## config.mk

```make
export PLATFORM = sky130hd
export DESIGN_NAME = mux_scan_reg_flat
export DESIGN_NICKNAME = d
export VERILOG_FILES = /design/src/rtl/mux_scan_reg_pkg.sv /design/src/rtl/mux_scan_reg_if.sv /design/src/rtl/mux_scan_reg_scan_counter.sv /design/src/rtl/mux_scan_reg.sv /design/src/flat_wrapper.sv
export SDC_FILE = /design/constraint.sdc
export NUM_CORES = 1
export LEC_CHECK = 0
export ABC_AREA = 1
export ABC_CLOCK_PERIOD_IN_PS = 1420
export BUFFER_PORTS_ARGS = -buffer_cell sky130_fd_sc_hd__buf_2
export CAP_MARGIN = 20
export CORE_ASPECT_RATIO = 1.2
export CORE_MARGIN = 5
export CORE_UTILIZATION = 35
export CTS_CLUSTER_SIZE = 8
export DETAILED_ROUTE_END_ITERATION = 12
export GPL_TIMING_DRIVEN = 0
export SLEW_MARGIN = 20
export SYNTH_ARGS = -nofsm -noshare
export SYNTH_HDL_FRONTEND = slang
export SYNTH_SLANG_ARGS = --single-unit
export TNS_END_PERCENT = 10
```

## constraint.sdc

```tcl
create_clock -name clk -period 1.42 [get_ports clk]
set_input_delay 0.284 -clock clk [delete_from_list [all_inputs] [get_ports clk]]
set_output_delay 0.284 -clock clk [all_outputs]
set_load 0.01 [all_outputs]
```

## src/rtl/mux_scan_reg_pkg.sv

```systemverilog
// Shared definitions for the registered N-way selector with auto-scan:
// mode encoding and counter sizing helper.
package mux_scan_reg_pkg;

   typedef enum logic {
      MODE_MANUAL = 1'b0,
      MODE_SCAN   = 1'b1
   } scan_mode_e;

   // Bits needed to count 0..value-1, never less than one so a DWELL of 1 still has a counter.
   function automatic int clog2_min1(input int value);
      int result = 0;
      for (int i = 0; i < 31; i++) begin
         if ((1 << i) < value) begin
            result = i + 1;
         end
      end
      return (result < 1) ? 1 : result;
   endfunction

endpackage

```

## src/rtl/mux_scan_reg_if.sv

```systemverilog
// Bus between the selector and whoever drives it: controls and channel data in,
// registered selection and status out.
interface mux_scan_reg_if
   import mux_scan_reg_pkg::*;
#(
   parameter int W     = 4,
   parameter int N     = 4,
   parameter int SEL_W = 2
);

   logic             enable;
   scan_mode_e       mode;
   logic             hold;
   logic [SEL_W-1:0] select;
   logic [N*W-1:0]   d;
   logic [W-1:0]     z;
   logic [SEL_W-1:0] chan;
   logic             wrap;
   logic             err;

   modport master (
      output enable, mode, hold, select, d,
      input  z, chan, wrap, err
   );

   modport slave (
      input  enable, mode, hold, select, d,
      output z, chan, wrap, err
   );

endinterface

```

## src/rtl/mux_scan_reg_scan_counter.sv

```systemverilog
// Round-robin channel counter with a per-channel dwell counter; produces the scan
// channel and a strobe that is set on the step from the last channel back to 0.
module mux_scan_reg_scan_counter
   import mux_scan_reg_pkg::*;
#(
   parameter int N     = 4,
   parameter int SEL_W = 2,
   parameter int DWELL = 1
) (
   input  logic             clk,
   input  logic             reset,
   input  logic             advance,
   input  logic             load,
   input  logic [SEL_W-1:0] load_value,
   output logic [SEL_W-1:0] sc,
   output logic             wrap_strobe
);

   localparam int DC_W = clog2_min1(DWELL);

   logic [DC_W-1:0] dc;
   logic            dwell_done;
   logic            last_chan;
   logic            load_in_range;

   assign dwell_done    = (dc == DC_W'(DWELL - 1));
   assign last_chan     = (sc == SEL_W'(N - 1));
   assign load_in_range = (32'(load_value) < N);

   // The strobe keeps its value while neither loading nor advancing, so a wrap
   // followed by a hold or disable is still reported once scanning resumes.
   always_ff @(posedge clk) begin
      if (reset) begin
         sc          <= '0;
         dc          <= '0;
         wrap_strobe <= 1'b0;
      end else if (load) begin
         sc          <= load_in_range ? load_value : '0;
         dc          <= '0;
         wrap_strobe <= 1'b0;
      end else if (advance) begin
         if (dwell_done) begin
            dc          <= '0;
            sc          <= last_chan ? '0 : sc + SEL_W'(1);
            wrap_strobe <= last_chan;
         end else begin
            dc          <= dc + DC_W'(1);
            wrap_strobe <= 1'b0;
         end
      end
   end

endmodule

```

## src/rtl/mux_scan_reg.sv

```systemverilog
// N-input, W-bit selector with registered output, active-low enable, hold and
// round-robin auto-scan; D is only ever sampled on the clock edge.
module mux_scan_reg
   import mux_scan_reg_pkg::*;
#(
   parameter int W     = 4,
   parameter int N     = 4,
   parameter int SEL_W = 2,
   parameter int DWELL = 1
) (
   input logic            clk,
   input logic            reset,
   mux_scan_reg_if.slave  bus
);

   logic             run;
   logic             manual_run;
   logic             scan_run;
   logic [SEL_W-1:0] sc;
   logic             wrap_strobe;
   logic [SEL_W-1:0] sel_idx;
   logic             sel_in_range;
   logic [W-1:0]     sel_data;
   logic [W-1:0]     z_q;
   logic [SEL_W-1:0] chan_q;
   logic             wrap_q;
   logic             err_q;

   assign run        = !bus.enable && !bus.hold;
   assign manual_run = run && (bus.mode == MODE_MANUAL);
   assign scan_run   = run && (bus.mode == MODE_SCAN);

   mux_scan_reg_scan_counter #(
      .N     (N),
      .SEL_W (SEL_W),
      .DWELL (DWELL)
   ) u_scan_counter (
      .clk         (clk),
      .reset       (reset),
      .advance     (scan_run),
      .load        (manual_run),
      .load_value  (bus.select),
      .sc          (sc),
      .wrap_strobe (wrap_strobe)
   );

   // Unused select codes fall through the loop and leave the data at zero.
   always_comb begin
      sel_idx      = manual_run ? bus.select : sc;
      sel_in_range = (32'(sel_idx) < N);
      sel_data     = '0;
      for (int k = 0; k < N; k++) begin
         if (sel_idx == SEL_W'(k)) begin
            sel_data = bus.d[k*W +: W];
         end
      end
   end

   // Disable forces the data outputs low like the TTL part but keeps Chan.
   always_ff @(posedge clk) begin
      if (reset) begin
         z_q    <= '0;
         chan_q <= '0;
         wrap_q <= 1'b0;
         err_q  <= 1'b0;
      end else if (bus.enable) begin
         z_q    <= '0;
         wrap_q <= 1'b0;
         err_q  <= 1'b0;
      end else if (bus.hold) begin
         wrap_q <= 1'b0;
      end else begin
         z_q    <= sel_data;
         chan_q <= sel_idx;
         err_q  <= manual_run && !sel_in_range;
         wrap_q <= scan_run && wrap_strobe;
      end
   end

   assign bus.z    = z_q;
   assign bus.chan = chan_q;
   assign bus.wrap = wrap_q;
   assign bus.err  = err_q;

endmodule

```

## src/flat_wrapper.sv

```systemverilog
// flat-port wrapper written by rule: the top's interface ports become plain ports
module mux_scan_reg_flat import mux_scan_reg_pkg::*;
#(
   parameter int W     = 4,
   parameter int N     = 4,
   parameter int SEL_W = 2,
   parameter int DWELL = 1
)
  (clk, reset, bus_enable, bus_mode, bus_hold, bus_select, bus_d, bus_z, bus_chan, bus_wrap, bus_err);
  mux_scan_reg_if #(.W(W), .N(N), .SEL_W(SEL_W)) bus_i ();
  input logic clk;
  input logic reset;
  input wire logic [$bits(bus_i.enable)-1:0] bus_enable;
  input wire logic [$bits(bus_i.mode)-1:0] bus_mode;
  input wire logic [$bits(bus_i.hold)-1:0] bus_hold;
  input wire logic [$bits(bus_i.select)-1:0] bus_select;
  input wire logic [$bits(bus_i.d)-1:0] bus_d;
  output wire logic [$bits(bus_i.z)-1:0] bus_z;
  output wire logic [$bits(bus_i.chan)-1:0] bus_chan;
  output wire logic [$bits(bus_i.wrap)-1:0] bus_wrap;
  output wire logic [$bits(bus_i.err)-1:0] bus_err;
  assign bus_i.enable = bus_enable;
  assign bus_i.mode = bus_mode;
  assign bus_i.hold = bus_hold;
  assign bus_i.select = bus_select;
  assign bus_i.d = bus_d;
  assign bus_z = bus_i.z;
  assign bus_chan = bus_i.chan;
  assign bus_wrap = bus_i.wrap;
  assign bus_err = bus_i.err;
  mux_scan_reg #(.W(W), .N(N), .SEL_W(SEL_W), .DWELL(DWELL)) u_core (.clk(clk), .reset(reset), .bus(bus_i));
endmodule
```

# Yosys cells after proc, flatten, opt, wreduce, memory -nomap -nowiden
# Index checks and enable logic that the tools add are counted.
# word_totals
ff_bits,11
in_bits,23
out_inout_bits,8
wordCells,40
# op_classes
n_addsub,2
eq_ne,5
muxes,11
bitwise,3
reduce_logical,13
# op_table
operator,n
$mux 4,4
$mux 2,5
$eq 2x2->1 const B,3
$logic_and 1x1->1,4
$reduce_and 2->1,2
$reduce_or 2->1,2
$not 1->1,3
$reduce_or 3->1,1
$add 2x1->2 const B,1
$eq 2x1->1 const B,1
$logic_not 1->1,2
$logic_not 2->1,1
$mux 1,2
$ne 2x1->1 const B,1
$reduce_bool 2->1,1
$add 1x1->1 const B,1

# Longest topological paths before layout
# depth
depth_word,9
ltp_mapped,9
ltp_nobuf,9

# By module
# From an unflattened synthesis, not the netlist that was laid out.
# hier_totals
hier_cells,102
area_unflattened_um2,630.6
# by_module_without_submodules
module,instances,cells_each,area_each_um2
mux_scan_reg,1,78,478.0
mux_scan_reg_scan_counter,1,24,152.6

# Worst setup path after synthesis
# Ideal clock, no wire load.
# synth_timing
path_type,input port to flip-flop
startpoint,input bus_hold
endpoint,register u_core.z_q[0] (netlist: u_core.bus.z[0])
t_arrival_ps,1033
required_time_ps,1303
setup_slack_ps,270
stages,9
n_path_buf,1
path_cell_list,nor2_2 -> buf_6 -> nand3_4 -> nand2_8 -> inv_4 -> nand3_1 -> nand3_1 -> nor2_1 -> nor2_1
# synth_via
elab_chain_len,9
elab_cells_between_ends,12
cone_classes,3 x eq/ne; 5 x mux; 4 x reduce/logical
# synth_lines
item,line,text
from (decl),flat_wrapper.sv:15,input wire logic [$bits(bus_i.hold)-1:0] bus_hold;
$logic_not 1->1,mux_scan_reg.sv:29,assign run = !bus.enable && !bus.hold;
$logic_and 1x1->1,mux_scan_reg.sv:29,
$logic_and 1x1->1,mux_scan_reg.sv:30,assign manual_run = run && (bus.mode == MODE_MANUAL);
$mux 2,mux_scan_reg.sv:49,sel_idx = manual_run ? bus.select : sc;
$logic_not 2->1,mux_scan_reg.sv:53,if (sel_idx == SEL_W'(k)) begin
$mux 4 (4 in series),mux_scan_reg.sv:53,
to (signal assigned),mux_scan_reg.sv:73,z_q <= sel_data;
to (decl),mux_scan_reg.sv:24,logic [W-1:0] z_q;
# Parallel ways exist; a longest one is shown, timed or not.
# A chain may end at the register's enable or synchronous reset.

# Worst setup path after layout
# layout_timing
startpoint,input bus_hold
endpoint,register u_core.z_q[3] (netlist: u_core.bus.z[3])
# The elaborated chain is that of the path after synthesis.

==> results.json <==
{
  "outcome": "completed",
  "drt_first_iter_violations": 6,
  "grt_remaining_overflow": 0,
  "cts_sinks": 10,
  "post-route-util_pct": 49.63,
  "r2r-end": "u_core.bus.z[3]",
  "grt_pass1_wl_mm": 2.635,
  "leakagePower_nw": 0.4179,
  "place_inst": 134,
  "ant_nets": 0,
  "reg2regPathDepth": 7,
  "fin_setup_tns_ns": 0,
  "layoutNonFillerInstCount": 138,
  "dr.pass1.iters": 4,
  "avgViaCountPerCell": 4.855,
  "synth_top_flop_cell": "dfxtp_1",
  "design.die.area_sq_um": 2754,
  "cts_tree": "built",
  "irDropWorstVdd_uv": 581.3,
  "critPathLaunchType": "primary input",
  "crit_type": "in2reg",
  "rows": 16,
  "cts_root_buffer": "clkbuf_4",
  "setup_viol": 0,
  "cts_hold_buffers": 0,
  "synth_edf_count": 0,
  "r2r_start": "u_core.u_scan_counter.sc[0]",
  "path_clk_slew_ns": 0.07,
  "slew_viol_final": 0,
  "yosysTopAreaCell": "dfxtp_1",
  "grt_pass1_vias": 627,
  "cp.arrival_ns": 1.28,
  "synthTopCellsByCount": "nand3_1 (17), nand2_1 (15), nor2_1 (11)",
  "fmax_ghz": 0.9017,
  "io_pins": 31,
  "post_cts_resized": 0,
  "critPathMaxStageDelay_ns": 0.16,
  "syn_to_final_growth_pct": 32.34,
  "fin_crit_sh_pct": 78.10,
  "nets": 145,
  "yosys_warnings": 0,
  "crit_slowest_cell": "buf_6",
  "io_buffers": 29,
  "clockBufferDepth": 2,
  "synth_area_leaders": "dfxtp_1 (32%), nand3_1 (13%), nand2_1 (8.9%)",
  "hold_viol_final": 0,
  "yosysMostFrequentCell": "nand3_1",
  "powerDensity_nw_per_um2": 887.3,
  "cts_setup_buffers": 0,
  "rsz0062_at_grt": "no",
  "gp_congestion": 0.7692,
  "endpoint_kind": "flip-flop",
  "drive_gt1_share_pct": 37.50,
  "ys_seq_elements": 10,
  "crit_chain": "buf_2 > nor2_2 > buf_6 > nand3_4 > nand2_8 > inv_4 > nand3_1 > nand3_1 > nor2_1 > nor2_1",
  "core_sq_um": 1682,
  "cp_max_fo": 10,
  "ys_seq_area_share_pct": 31.75,
  "cp-endpoint": "u_core.bus.z[3]",
  "post-dp-hpwl_mm": 1.243,
  "maxCapViolCount": 0,
  "fin_skew_ns": 0.001430,
  "syn_area_sq_um": 630.6,
  "diodes": 0,
  "wl_mm": 1.551,
  "die_y_um": 56.50,
  "power_mw": 0.7405,
  "synthArstFlopShare_pct": 0,
  "hp-class": "in2reg",
  "rrSetupSlack_ns": 0.34,
  "drc": 0,
  "fin_crit_ns": 1.109,
  "grt_max_degree": 11,
  "fp.dieW_um": 48.75,
  "synth_top_area_share_pct": 31.75,
  "gr-usage-all-layers_pct": 12.01,
  "cts_made_buffers": 3,
  "synthesis.nets": 111,
  "netlist_instances": 87,
  "antenna_found_initial": 0,
  "clock_latency_ns": 0.28,
  "required_ns": 1.59,
  "routedWlPerCell_um": 11.24,
  "post_synth_num_cell_types": 23,
  "num_vias": 670,
  "h-tree-depth": 1,
  "synth.avg_cell_area_sq_um": 7.248,
  "initial_core_util_pct": 37.50,
  "cp-startpoint": "bus_hold"
}
[final cells by class]
type	instances	area, sq um
Clock buffer	4	36.28
Buffer	2	18.77
Timing Repair Buffer	29	145.1
Multi-Input combinational cell	66	375.4
Fill cell	203	847.1
Sequential cell	10	200.2
Tap cell	18	22.52
Inverter	9	36.28
[layout by cell type, fill, tap and decap left out, drive strengths merged]
cell type / instances
nand3b: 2
ha: 1
dfxtp: 10
inv: 9
o211ai: 2
a31oi: 2
buf: 31
a21oi: 1
o21ai: 5
clkbuf: 4
nand2: 19
conb: 1
nand3: 19
a211oi: 1
nor2: 13
[per-stage QoR]
stage	worst slack, ns	hold WS, ns	instance area (sq um)
3_5_place_dp	-0.01269	0.4338	798.3
4_1_cts	0.2775	0.2265	834.6
2_1_floorplan	0.2696	0.3534	630.6
5_1_grt	0.1875	0.2308	834.6
6_report	0.3110	0.2313	834.6
3_3_place_gp	0.006148	0.4313	798.3
[sequential cells by signal (all words and copies together) (netlist names)]
signal                             count
u_core.u_scan_counter.sc               2
u_core.bus.chan                        2
u_core.bus.z                           4
u_core.u_scan_counter.wrap_strobe      1
u_core.bus.wrap                        1
[layer usage]
| metal | track usage (%) | routed length [um] |
|---|---|---|
| met2 | 19.59 | 737 |
| met3 | 5.026 | 146 |
| met5 | 0 | 0 |
| met1 | 12.76 | 630 |
| met4 | 6.923 | 36 |
[power by group]
group	internal, mW	total [mW]	switching [mW]
combinational	0.0728	0.172	0.0988
clock	0.156	0.266	0.110
sequential	0.294	0.303	0.00820
[how the worst min path moves through the flow]
| stage | start | endpoint | cells past startpoint |
|---|---|---|---|
| floorplan | reset | u_core.u_scan_counter.sc[0] | 1 |
| global placement | u_core.u_scan_counter.wrap_strobe | u_core.bus.wrap | 2 |
| detailed placement | u_core.u_scan_counter.wrap_strobe | u_core.bus.wrap | 2 |
| CTS | reset | u_core.bus.wrap | 2 |
| global route | reset | u_core.u_scan_counter.sc[0] | 2 |
| finish | reset | u_core.bus.wrap | 2 |
[worst max-delay path, delay by kind of cell]
| family | cells | cell delay, ns |
|---|---|---|
| simple gates | 7 | 0.65 |
| buf+inv | 3 | 0.33 |
[logic make-up after synthesis]
group	synth area share [%]
compound gates	10.32
fa+ha+maj	1.984
buf+inv	8.731
flops	31.75
other cells	0.5947
simple gates	46.63
Note: power is estimated with default switching activity, not from simulation.
